`config.mk`:
```
export PLATFORM = sky130hd
export DESIGN_NAME = cart_rom_fetch
export DESIGN_NICKNAME = d
export VERILOG_FILES = /design/src/rtl/cart_rom_fetch_pkg.sv /design/src/rtl/cart_rom_fetch.sv
export SDC_FILE = /design/constraint.sdc
export NUM_CORES = 1
export LEC_CHECK = 0
export BUFFER_PORTS_ARGS = -buffer_cell sky130_fd_sc_hd__clkbuf_2
export CORE_AREA = 3 3 117 119
export CTS_CLUSTER_DIAMETER = 150
export DETAILED_ROUTE_END_ITERATION = 12
export DIE_AREA = 0 0 120 122
export GPL_TIMING_DRIVEN = 0
export SYNTH_ARGS = -nofsm -noshare
export SYNTH_HDL_FRONTEND = slang
export SYNTH_SLANG_ARGS = --single-unit
export TNS_END_PERCENT = 5
```
`constraint.sdc`:
```
create_clock -name clk -period 4.4 [get_ports clk]
set_clock_uncertainty 0.15 [all_clocks]
set_input_delay 0.66 -clock clk [delete_from_list [all_inputs] [get_ports clk]]
set_output_delay 0.66 -clock clk [all_outputs]
set_load 0.01 [all_outputs]
```
`src/rtl/cart_rom_fetch_pkg.sv`:
```
// rtl/cart_rom_fetch_pkg.sv - shared cartridge ROM fetch types and constants
package cart_rom_fetch_pkg;

  typedef enum logic [1:0] {
    IDLE = 2'd0,
    REQ  = 2'd1,
    DONE = 2'd2
  } fetch_state_t;

  localparam logic [7:0] ROM_OPEN_BUS = 8'hFF;
  localparam int         CART_ADDR_W  = 25;

endpackage

```
`src/rtl/cart_rom_fetch.sv`:
```
// rtl/cart_rom_fetch.sv - serves CPU ROM reads from the shared memory port
// with wait-states, a one-byte buffer, open-bus return and an ack timeout.
module cart_rom_fetch
  import cart_rom_fetch_pkg::*;
#(
  parameter int ADDR_W  = CART_ADDR_W,
  parameter int TIMEOUT = 255
) (
  input  logic              clk,
  input  logic              reset,
  input  logic [ADDR_W-1:0] rom_size,
  input  logic              flush,
  input  logic              cs,
  input  logic              rd,
  input  logic [ADDR_W-1:0] mem_addr,
  output logic [7:0]        d_to_cpu,
  output logic              cpu_wait,
  output logic [ADDR_W-1:0] ram_addr,
  output logic              ram_req,
  input  logic              ram_ack,
  input  logic [7:0]        ram_dout,
  output logic              timeout_err
);

  localparam logic [15:0] TIMER_LAST = 16'(TIMEOUT - 1);

  fetch_state_t      state, state_next;
  logic              cs_q, rd_q;
  logic              ready;
  logic              valid;
  logic [ADDR_W-1:0] buf_addr;
  logic [7:0]        buf_data;
  logic [15:0]       timer;

  logic access, rd_rise, out_of_range, hit, timer_done;

  assign access       = cs & rd;
  assign rd_rise      = access & ~(cs_q & rd_q);
  assign out_of_range = (mem_addr >= rom_size);
  assign hit          = valid && (buf_addr == mem_addr);
  assign timer_done   = (timer == TIMER_LAST);

  always_ff @(posedge clk) begin
    if (reset) state <= IDLE;
    else       state <= state_next;
  end

  always_comb begin
    state_next = state;
    case (state)
      IDLE:    if (rd_rise && !out_of_range && !hit) state_next = REQ;
      REQ:     if (ram_ack || timer_done)            state_next = DONE;
      DONE:    if (!access)                          state_next = IDLE;
      default: state_next = IDLE;
    endcase
  end

  always_comb begin
    ram_req  = (state == REQ);
    cpu_wait = access & ~ready;
  end

  always_ff @(posedge clk) begin
    if (reset) begin
      cs_q        <= 1'b0;
      rd_q        <= 1'b0;
      ready       <= 1'b0;
      valid       <= 1'b0;
      buf_addr    <= '0;
      buf_data    <= ROM_OPEN_BUS;
      timer       <= '0;
      ram_addr    <= '0;
      d_to_cpu    <= ROM_OPEN_BUS;
      timeout_err <= 1'b0;
    end else begin
      cs_q <= cs;
      rd_q <= rd;
      case (state)
        IDLE: begin
          if (rd_rise) begin
            if (out_of_range) begin
              d_to_cpu <= ROM_OPEN_BUS;
              ready    <= 1'b1;
            end else if (hit) begin
              d_to_cpu <= buf_data;
              ready    <= 1'b1;
            end else begin
              ram_addr <= mem_addr;
              timer    <= '0;
              ready    <= 1'b0;
            end
          end
        end
        REQ: begin
          if (ram_ack) begin
            d_to_cpu <= ram_dout;
            buf_data <= ram_dout;
            buf_addr <= ram_addr;
            valid    <= 1'b1;
            ready    <= 1'b1;
          end else if (timer_done) begin
            d_to_cpu    <= ROM_OPEN_BUS;
            timeout_err <= 1'b1;
            ready       <= 1'b1;
          end else begin
            timer <= timer + 16'd1;
          end
        end
        default: ;
      endcase
      // ready only matters while a read is held; clearing it between reads
      // makes the rd_rise cycle always stall.
      if (!access) ready <= 1'b0;
      if (flush)   valid <= 1'b0;
    end
  end

endmodule
```
==> results of run 1 <==
==> per-stage QoR <==
stage	hold WS [ns]	area (µm²)	power [mW]	util, %
final	0.3176	5453	1.919	43.03
after global placement	0.3048	5140	1.120	40.56
after CTS	0.3142	5453	1.936	43.03
after global routing	0.3349	5453	1.997	43.03
after floorplan	0.2988	4434	1.019	-
after detailed placement	0.3082	5140	1.127	40.56
==> path summary, 6_finish.rpt <==
check	from	to	slack, ns	depth (start not counted)
max	mem_addr[20]	ram_addr[12]$_SDFFE_PP0P_	1.45	11
min	buf_addr[17]$_SDFFE_PP0P_	buf_addr[17]$_SDFFE_PP0P_	0.32	2
max reg2reg	timer[0]$_SDFFE_PP0P_	timer[6]$_SDFFE_PP0P_	1.78	8
min reg2reg	buf_addr[17]$_SDFFE_PP0P_	buf_addr[17]$_SDFFE_PP0P_	0.32	2
==> where the power goes <==
part	total, mW	switching [mW]	internal, mW	leakage [nW]
Sequential	0.846	0.0169	0.830	0.721
Clock	0.813	0.316	0.497	0.146
Combinational	0.259	0.151	0.108	1.58
Total	1.92	0.484	1.43	2.44
==> synthesized netlist by cell type, types with 4 or more instances <==
library cell  count
and3_1            4
o311ai_1          9
a311oi_2          6
inv_1            29
nand3_1           7
nor2_1           64
dfxtp_1          89
mux2i_1          27
o211a_1           5
buf_6             5
clkbuf_1         15
nand2_1          81
a21oi_1          48
nand4_1          13
ha_1             27
nor3_1           12
o21ai_0          14
xnor2_1          25
==> kinds of logic (layout without fill, tap and decap cells) <==
| kind of cell | after synthesis | in the layout | share of synthesized area, % |
|---|---|---|---|
| buf+inv | 53 | 167 | 5.389 |
| mux | 27 | 27 | 6.095 |
| flops | 89 | 89 | 40.18 |
| compound gates | 96 | 96 | 14.81 |
| simple gates | 203 | 203 | 20.97 |
| xor+xnor | 25 | 25 | 4.938 |
| fa+ha+maj | 27 | 27 | 7.618 |
==> tightest hold or removal path, delay by kind of cell, from the launching register on <==
family | cells | cell delay, ns
and+or+nand+nor | 1 | 0.05
AOI/OAI and AO/OA | 1 | 0.05
DFF | 1 | 0.32
==> layout make-up <==
type | instances | area [µm²] | share of cell area (%)
flip-flops and latches | 89 | 1782 | 32.68
inverters | 30 | 112.6 | 2.065
plain buffers | 23 | 126.4 | 2.318
repair buffers | 98 | 490.5 | 8.995
well taps | 172 | 215.2 | 3.947
clock buffers | 11 | 232.7 | 4.268
multi-input cells | 378 | 2414 | 44.26
clock inverters | 5 | 80.08 | 1.469
==> registers in the layout, indices dropped and copies added (netlist names) <==
register / cells
ram_addr: 25
buf_data: 8
rd_q: 1
state: 2
buf_addr: 25
timeout_err: 1
cs_q: 1
valid: 1
ready: 1
d_to_cpu: 8
timer: 16
==> routing by layer <==
layer | up-vias | global-route usage, %
met5 | - | 0
met4 | 0 | 5.225
met3 | 11 | 3.389
met2 | 89 | 28.31
met1 | 1810 | 20.92
li1 | 2023 | -
==> metrics.md, run 1 <==
| Metric | Value |
|---|---|
| CP arrival | 3.00 ns |
| Routed Antenna Nets | 0 |
| Maximum Capacitance Violations | 0 |
| Setup violators final | 0 |
| CP max stage delay | 0.42 ns |
| Fin worst setup slack | 1.453 ns |
| Vias/cell | 4.880 |
| Setup TNS Final | 0 ns |
| # IOs | 100 |
| Filler cells | 1304 |
| Post_cts resized | 0 |
| Via count | 3933 |
| CTS Hold Bufs | 0 |
| Post-CTS Setup Repair Bufs | 0 |
| Netlist cell types | 45 |
| Unrepaired setup endpoints after global routing | false |
| Clk_lat worst skew | 0.34 ns |
| Non-Filler Instances | 806 |
| CTS Buf Count | 9 |
| Total core area | 12670 µm² |
| Post-Syn Area | 4434 µm² |
| IO Port Bufs | 98 |
| CP max stage cell | nor4_2 |
| Synthesized instance count | 520 |
| Final Max Tran Viols | 0 |
| Startpoint type of the worst setup path | primary input |
| Placed cells | 790 |
| Ys Warns | 0 |
| Ratio of cells with drive above 1 in the final layout | 20.98% |
| Global-route wire length before repair | 19.43 mm |
| Crit-path cells | clkbuf_2 > ha_1 > nand4_1 > nor4_2 > o311ai_1 > and4_4 > nand4_1 > buf_6 > buf_6 > mux2i_1 > nor2_1 |
| PwrDens | 351.9 nW/µm² |
| Initial Util | 35.00% |
| DR DRC count | 0 |
| Maximum buffer depth of the clock tree | 2 |
| Metal2 WL | 5.733 mm |
| Synth area leader | dfxtp_1 |
| Max VDD drop | 0.1572 mV |
| Nets | 720 |
| Async set-reset flop share out of synthesis | 0% |
| DP HPWL | 9.310 mm |
| Initial antenna violation count | 0 |
| Synth area leaders | dfxtp_1 40%, ha_1 7.6%, nand2_1 6.9%, mux2i_1 6.1%, a21oi_1 5.4% |
| CTS Sinks | 89 |
| Worst min path class | reg2reg |
| CTS tree | built |
| Buf/Inv on CP | 3 |
| Area Overhead vs Synth | 22.97% |
| Core Rows | 41 |
| Cell family with most CP delay | simple AND/OR/NAND/NOR gates |
| Post-synth top area share | 40.18% |
| DIE HEIGHT | 122 µm |
| Measured slew at the worst slew-check pin | 0.6805 ns |
| Commonest non-fill, non-tap cell in the layout | clkbuf_2 |
| N_diodes | 0 |
| Most frequent cells in the layout | 98 x clkbuf_2, 89 x dfxtp_1, 81 x nand2_1 |
| Setup WS pre-CTS | 1.076 ns |
| Met3 routed wirelength | 532 µm |
| Flops & latches, synth | 89 |
| WL met1 | 5.405 mm |
| Root buffer cell | clkbuf_16 |
| Outcome | completed |
| Total GRT Usage | 16.53% |
| Drt first pass iters | 4 |
| Max Freq | 0.3394 GHz |
| Grt total ovfl | 0 |
| Slew Limit Headroom | 54.64% |
| Synthesized area per cell | 8.527 µm² |
| DR top layer | met4 |
| Leakage | 2.443 nW |
| Crit end category | register |
| Overall routed net length | 11.85 mm |
| Clock slew at reported path FFs | 0.06 ns |
| Largest net degree at the start of global routing | 15 |
| Final hold vios | 0 |
| DR iter-0 viols | 172 |
| Fin crit share | 66.97% |
| Vias in the first global route | 3972 |
| CP Data Required Time | 4.45 ns |
| Die area | 14640 µm² |
| CP Class | in2reg |
| GPL Wtd Cong | 0.8365 |
| Wire length per cell | 14.70 µm |
| Die W | 120 µm |
| Prevailing post-synth register cell | dfxtp_1 |
| Post-synthesis sequential area ratio | 40.18% |
| H-tree levels | 3 |
| Tmin final | 2.947 ns |
| Critical-path maximum fanout | 10 |
| Number of enable flip-flop cells after synthesis | 0 |
| Syn Nets | 611 |
No activity file was read; power rests on OpenSTA's default activity.
==> run 2: changes to the inputs <==
clock period = 2.55 ns   (was 4.4 ns; I/O delays follow)
==> run 2 against run 1 <==
  * Global-route usage rose by 0.069 points
  * Combinational power rose by 98%
  * Worst hold slack got worse by 0.25 ns
  * Clock power rose by 72%
  * Count of clock-buffer cells in the layout did not move
  * Critical path type unchanged
  * Largest cell class unchanged
  * Highest routed layer unchanged
==> metrics.md, run 2 (synthesis gave the netlist of run 1 again) <==
| Metric | Value |
|---|---|
| Root buffer cell | clkbuf_16 |
| Max Freq | 0.4064 GHz |
| Initial antenna violation count | 0 (unchanged) |
| Largest regs | buf_addr x25, ram_addr x25, timer x16 |
| CTS Buf Count | 9 (unchanged) |
| Multi-input gate area | 2630 µm² (+9.0%) |
| Worst min path class | in2reg |
| Die area | 14640 µm² (unchanged) |
| Register Area | 1784 µm² (+0.14%) |
| DR DRC count | 0 (unchanged) |
| CP Data Required Time | 2.61 ns (-1.84 ns) |
| Maximum Capacitance Violations | 0 (unchanged) |
| Critical-path maximum fanout | 6 (-4) |
| Fin worst setup slack | 0.08934 ns (-1.364 ns) |
| Vias in the first global route | 3985 (+0.33%) |
| Via count | 3998 (+1.7%) |
| Ratio of cells with drive above 1 in the final layout | 25.86% (+4.9 points) |
| CTS tree | built |
| WHS Endpoint | valid$_SDFFE_PP0P_ |
| Reg2Reg Launch Point | state[1]$_SDFFE_PP0P_ |
| Tmin final | 2.461 ns |
| Switching share of total power | 25.57% (+0.34 points) |
| Unrepaired setup endpoints after global routing | true |
| Psw | 0.8642 mW (+79%) |
| H-tree levels | 3 (unchanged) |
| DP HPWL | 9.310 mm (unchanged) |
| Fin crit share | 96.50% |
| CP arrival | 2.52 ns (-0.48 ns) |
| Clock slew at reported path FFs | 0.06 ns (about the same) |
| Most frequent cells in the layout | 98 x clkbuf_2, 87 x dfxtp_1, 81 x nand2_1 |
| CP Class | in2reg |
| Max VDD drop | 0.2788 mV (+77%) |
| CTS Sinks | 89 (unchanged) |
| Measured slew at the worst slew-check pin | 0.6837 ns (+0.003260 ns) |
| Largest net degree at the start of global routing | 15 (unchanged) |
| Leakage | 2.507 nW (+2.6%) |
| Clock power frac | 41.6% (-0.8 points) |
| Setup WS pre-CTS | -0.4964 ns (-1.572 ns) |
| DIE HEIGHT | 122 µm (unchanged) |
| DR iter-0 viols | 195 (+13%) |
| Overall routed net length | 12.42 mm (+4.8%) |
| Setup TNS Final | 0 ns (unchanged) |
| Crit end category | register |
| Total core area | 12670 µm² (unchanged) |
| Maximum buffer depth of the clock tree | 2 (unchanged) |
| Vias/cell | 4.936 (+1.2%) |
| Hold Slack | 0.07251 ns (-0.2450 ns) |
| Worst hold start | flush |
| CTS Hold Bufs | 0 (unchanged) |
| Core Util, Final | 45.63% (+2.6 points) |
| Drt first pass iters | 4 (unchanged) |
| Internal Dissipation | 2.516 mW (+75%) |
| FF-to-FF End | buf_addr[16]$_SDFFE_PP0P_ |
| Total GRT Usage | 16.60% (+0.069 points) |
| Global-route wire length before repair | 19.47 mm (+0.21%) |
| Logic pwr share | 15.2% (+1.7 points) |
| Grt total ovfl | 0 (unchanged) |
| Commonest non-fill, non-tap cell in the layout | clkbuf_2 |
| Wire length per cell | 15.33 µm (+4.3%) |
| Filler cells | 1241 (-4.8%) |
| IO Port Bufs | 98 (unchanged) |
| Final Max Tran Viols | 0 (unchanged) |
| GPL Wtd Cong | 0.8365 (unchanged) |
| Clk_lat worst skew | 0.34 ns (about the same) |
| Nets | 724 (+0.56%) |
| Outcome | completed |
| Core Rows | 41 (unchanged) |
| Reg2reg setup slack | 0.18 ns (-1.60 ns) |
| Setup violators final | 0 (unchanged) |
| Initial Util | 35.00% (unchanged) |
| Sequential Power Share | 43.2% (-0.9 points) |
| PwrDens | 584.6 nW/µm² (+66%) |
| Slew Limit Headroom | 54.42% (-0.22 points) |
| Worst Reg2Reg Path Length in Cells | 7 (-1) |
| Worst hold stages | 2 (unchanged) |
| Die W | 120 µm (unchanged) |
| Final hold vios | 0 (unchanged) |
| Routed Antenna Nets | 0 (unchanged) |
| Area Overhead vs Synth | 30.39% |
| Startpoint type of the worst setup path | primary input |
| N_diodes | 0 (unchanged) |
| # IOs | 100 (unchanged) |
-- run 2: power groups by stage --
stage               Sequential, mW  Combinational [mW]  Clock (mW)
floorplan                     1.50               0.258           0
global placement              1.49               0.442           0
detailed placement            1.49               0.452           0
CTS                           1.46               0.461        1.42
global route                  1.47               0.571        1.47
finish                        1.46               0.514        1.40
-- run 2: what timing repair did --
action	4_1_cts	5_1_grt
buffers inserted	0	3
gates cloned	0	2
endpoints found under the hold margin	0	0
gates resized for setup	7	36
setup endpoints to repair	29	66
pin swaps	2	6
-- run 2: worst max path at each step --
stage          slack (ns)                         to  cells after the start    startpoint
2_1_floorplan        0.16  ram_addr[10]$_SDFFE_PP0P_                     11  rom_size[23]
3_3_place_gp        -0.42  ram_addr[19]$_SDFFE_PP0P_                     11  mem_addr[20]
3_5_place_dp        -0.50  ram_addr[12]$_SDFFE_PP0P_                     11  mem_addr[20]
4_1_cts             0.002  ram_addr[12]$_SDFFE_PP0P_                     11  mem_addr[23]
5_1_grt             -0.02   ram_addr[8]$_SDFFE_PP0P_                     12  mem_addr[23]
6_report             0.09  ram_addr[16]$_SDFFE_PP0P_                     12  mem_addr[23]
-- run 2: layout make-up --
cell class                      count  area share (%)
Multi-Input combinational cell    378           45.49
Sequential cell                    89           30.86
Tap cell                          172           3.722
Buffer                             22           2.554
Clock inverter                      5           1.385
Inverter                           30           2.013
Clock buffer                       11           4.025
Timing Repair Buffer              103           9.955
-- run 2: through the flow --
step | power (mW) | instances | instance area [µm²]
finish | 3.380 | 810 | 5782
CTS | 3.347 | 806 | 5488
global placement | 1.933 | 790 | 5140
global route | 3.510 | 810 | 5782
detailed placement | 1.944 | 790 | 5140
floorplan | 1.759 | 520 | 4434
-- run 2: layer usage --
layer	GRT usage, %	wire length [µm]	vias up
li1	-	-	2028
met1	21.01	5528	1849
met2	28.45	6059	103
met3	3.389	563	18
met4	5.225	266	0
met5	0	0	-
-- run 2: worst max-delay path, cell delays in order --
cell,delay (ns)
buf_2,0.14
ha_4,0.30
nand4_4,0.13
nor4_4,0.41
buf_4,0.18
a22oi_1,0.06
and4_4,0.19
nand4_1,0.11
buf_6,0.18
clkbuf_16,0.17
mux2i_1,0.18
nor2_1,0.05
==> run 3: changes to the inputs <==
CORE_AREA = 8 8 135 137   (was 3 3 117 119)
DIE_AREA = 0 0 143 145   (was 0 0 120 122)
TNS_END_PERCENT = 1   (was 5)
==> run 3 against run 2 <==
  * Core utilization is 11 points lower
  * Die area is 42% higher
  * Critical endpoint is now ram_addr[10]$_SDFFE_PP0P_
  * First-iteration DRC count is 8.2% higher
  * Sequential power hardly changed
  * Register-to-register slack worse by 0.03 ns
==> metrics.md, run 3 (synthesis gave the netlist of run 1 again) <==
| Metric | Value |
|---|---|
| Outcome | completed |
| Clk_lat worst skew | 0.34 ns (about the same) |
| Commonest non-fill, non-tap cell in the layout | clkbuf_2 |
| Vias/cell | 4.608 (-6.6%) |
| CTS Buf Count | 9 (unchanged) |
| Final Max Tran Viols | 0 (unchanged) |
| Global-route wire length before repair | 20.79 mm (+6.8%) |
| Drt first pass iters | 4 (unchanged) |
| Max Freq | 0.4108 GHz (+1.1%) |
| Core Rows | 47 (+15%) |
| Die area | 20740 µm² (+42%) |
| Hold Slack | 0.06876 ns (-0.003757 ns) |
| Slew Limit Headroom | 50.99% (-3.4 points) |
| Crit end category | register |
| FF-to-FF End | timer[1]$_SDFFE_PP0P_ |
| Non-Filler Instances | 858 (+5.9%) |
| Startpoint type of the worst setup path | primary input |
| CTS Sinks | 89 (unchanged) |
| Most frequent cells in the layout | 103 x clkbuf_2, 88 x dfxtp_1, 81 x nand2_1 |
| Placed cells | 838 (+6.1%) |
| Critical-path maximum fanout | 10 (+4) |
| CP Class | in2reg |
| Buf/Inv on CP | 4 (unchanged) |
| Die W | 143 µm (+19%) |
| Worst min path class | in2reg |
| Overall routed net length | 13.09 mm (+5.4%) |
| CTS tree | built |
| H-tree levels | 3 (unchanged) |
| Measured slew at the worst slew-check pin | 0.7351 ns (+0.05137 ns) |
| Crit-path cells | clkbuf_2 > ha_1 > nand4_4 > nor4_4 > buf_4 > o311ai_4 > and4_4 > nand4_1 > buf_6 > buf_8 > mux2i_1 > nor2_1 |
| DR iter-0 viols | 211 (+8.2%) |
| Total GRT Usage | 12.51% (-4.1 points) |
| Initial Util | 27.42% (-7.6 points) |
| Grt total ovfl | 0 (unchanged) |
| Setup violators final | 0 (unchanged) |
| Nets | 724 (unchanged) |
| Reg2Reg Launch Point | timer[1]$_SDFFE_PP0P_ |
| Worst hold start | flush |
| Final instance area | 5635 µm² (-2.5%) |
| DIE HEIGHT | 145 µm (+19%) |
| N_diodes | 0 (unchanged) |
| Ratio of cells with drive above 1 in the final layout | 23.35% (-2.5 points) |
| Area Overhead vs Synth | 27.09% |
| Worst Reg2Reg Path Length in Cells | 9 (+2) |
| CP arrival | 2.49 ns (-0.03 ns) |
| Tmin final | 2.434 ns (-0.02625 ns) |
| CP Data Required Time | 2.60 ns (about the same) |
| Cell family with most CP delay | simple AND/OR/NAND/NOR gates |
| # IOs | 100 (unchanged) |
| Root buffer cell | clkbuf_16 |
| Wire length per cell | 15.25 µm (-0.49%) |
| GPL Wtd Cong | 0.8020 (-4.1%) |
| CP max stage delay | 0.35 ns (-0.06 ns) |
| DP HPWL | 10.19 mm (+9.4%) |
| Maximum buffer depth of the clock tree | 2 (unchanged) |
| IO Port Bufs | 98 (unchanged) |
| Clock slew at reported path FFs | 0.07 ns (about the same) |
| Leakage | 2.503 nW (-0.15%) |
| PwrDens | 600.4 nW/µm² (+2.7%) |
| Post-DP Area | 5200 µm² (+1.2%) |
| Fin crit share | 95.47% (-1.0 points) |
| Multi-input gate area | 2469 µm² (-6.1%) |
| Design Power | 3.383 mW (about the same) |
| Total core area | 16170 µm² (+28%) |
| WHS Endpoint | valid$_SDFFE_PP0P_ |
| CP max stage cell | ha_1 |
| Register Area | 1783 µm² (about the same) |
| Filler cells | 1707 (+38%) |
| Fin worst setup slack | 0.1156 ns (+0.02625 ns) |
| Final hold vios | 0 (unchanged) |
| Max VDD drop | 0.3303 mV (+18%) |
| Largest net degree at the start of global routing | 16 (+1) |
| Maximum Capacitance Violations | 0 (unchanged) |
| Initial antenna violation count | 0 (unchanged) |
| Setup TNS Final | 0 ns (unchanged) |
| Core Util, Final | 34.85% (-11 points) |
| Via count | 3954 (-1.1%) |
| Worst hold stages | 2 (unchanged) |
| DR DRC count | 0 (unchanged) |
| Routed Antenna Nets | 0 (unchanged) |
| Largest regs | buf_addr x25, ram_addr x25, timer x16 |
| Vias in the first global route | 3996 (+0.28%) |
| Reg2reg setup slack | 0.15 ns (-0.03 ns) |
| Setup WS pre-CTS | -0.5920 ns (-0.09553 ns) |
## run 3: changes by cell type in the layout (fill, tap and decap cells not counted), moves of 3 or more
cell      previous run  this run
clkbuf_2            98       103
buf_12               3         0
buf_2                5         1
ha_4                12         1
mux2i_2              3         0
ha_1                15        26
mux2i_1             24        27
## run 3: repair_timing
action / in CTS / in global routing
endpoints found under the setup margin: 43 / 55
pin swaps: 1 / 1
setup buffers: 1 / 3
hold buffers: 0 / 0
gates resized for setup: 4 / 17
## run 3: worst max path at each step
stage	start	end	slack (ns)	cells after the start
floorplan	rom_size[23]	ram_addr[10]$_SDFFE_PP0P_	0.16	11
global placement	rom_size[20]	ram_addr[19]$_SDFFE_PP0P_	-0.54	12
detailed placement	rom_size[20]	ram_addr[19]$_SDFFE_PP0P_	-0.59	12
CTS	state[0]$_SDFFE_PP0P_	buf_addr[24]$_SDFFE_PP0P_	0.02	8
global route	rom_size[20]	ram_addr[13]$_SDFFE_PP0P_	-0.007	13
finish	mem_addr[22]	ram_addr[10]$_SDFFE_PP0P_	0.12	12
## run 3: final cells by class
| type | count | area share, % |
|---|---|---|
| multi-input cells | 378 | 43.81 |
| flip-flops and latches | 89 | 31.64 |
| repair buffers | 102 | 9.236 |
| well taps | 220 | 4.885 |
| clock buffers | 10 | 4.241 |
| plain buffers | 23 | 2.531 |
| inverters | 30 | 2.065 |
| clock inverters | 6 | 1.599 |
## run 3: power by group
group / internal (mW) / switching (mW) / total (mW) / leakage, nW
registers: 1.43 / 0.0285 / 1.46 / 0.722
logic: 0.197 / 0.276 / 0.473 / 1.62
clock network: 0.889 / 0.562 / 1.45 / 0.159
## run 3: routing by layer
layer	vias up	share of wire [%]	track usage [%]
met4	0	0.57	2.711
li1	2033	-	-
met3	7	5.0	3.051
met5	-	0	0
met1	1816	47	16.12
met2	98	47	20.55
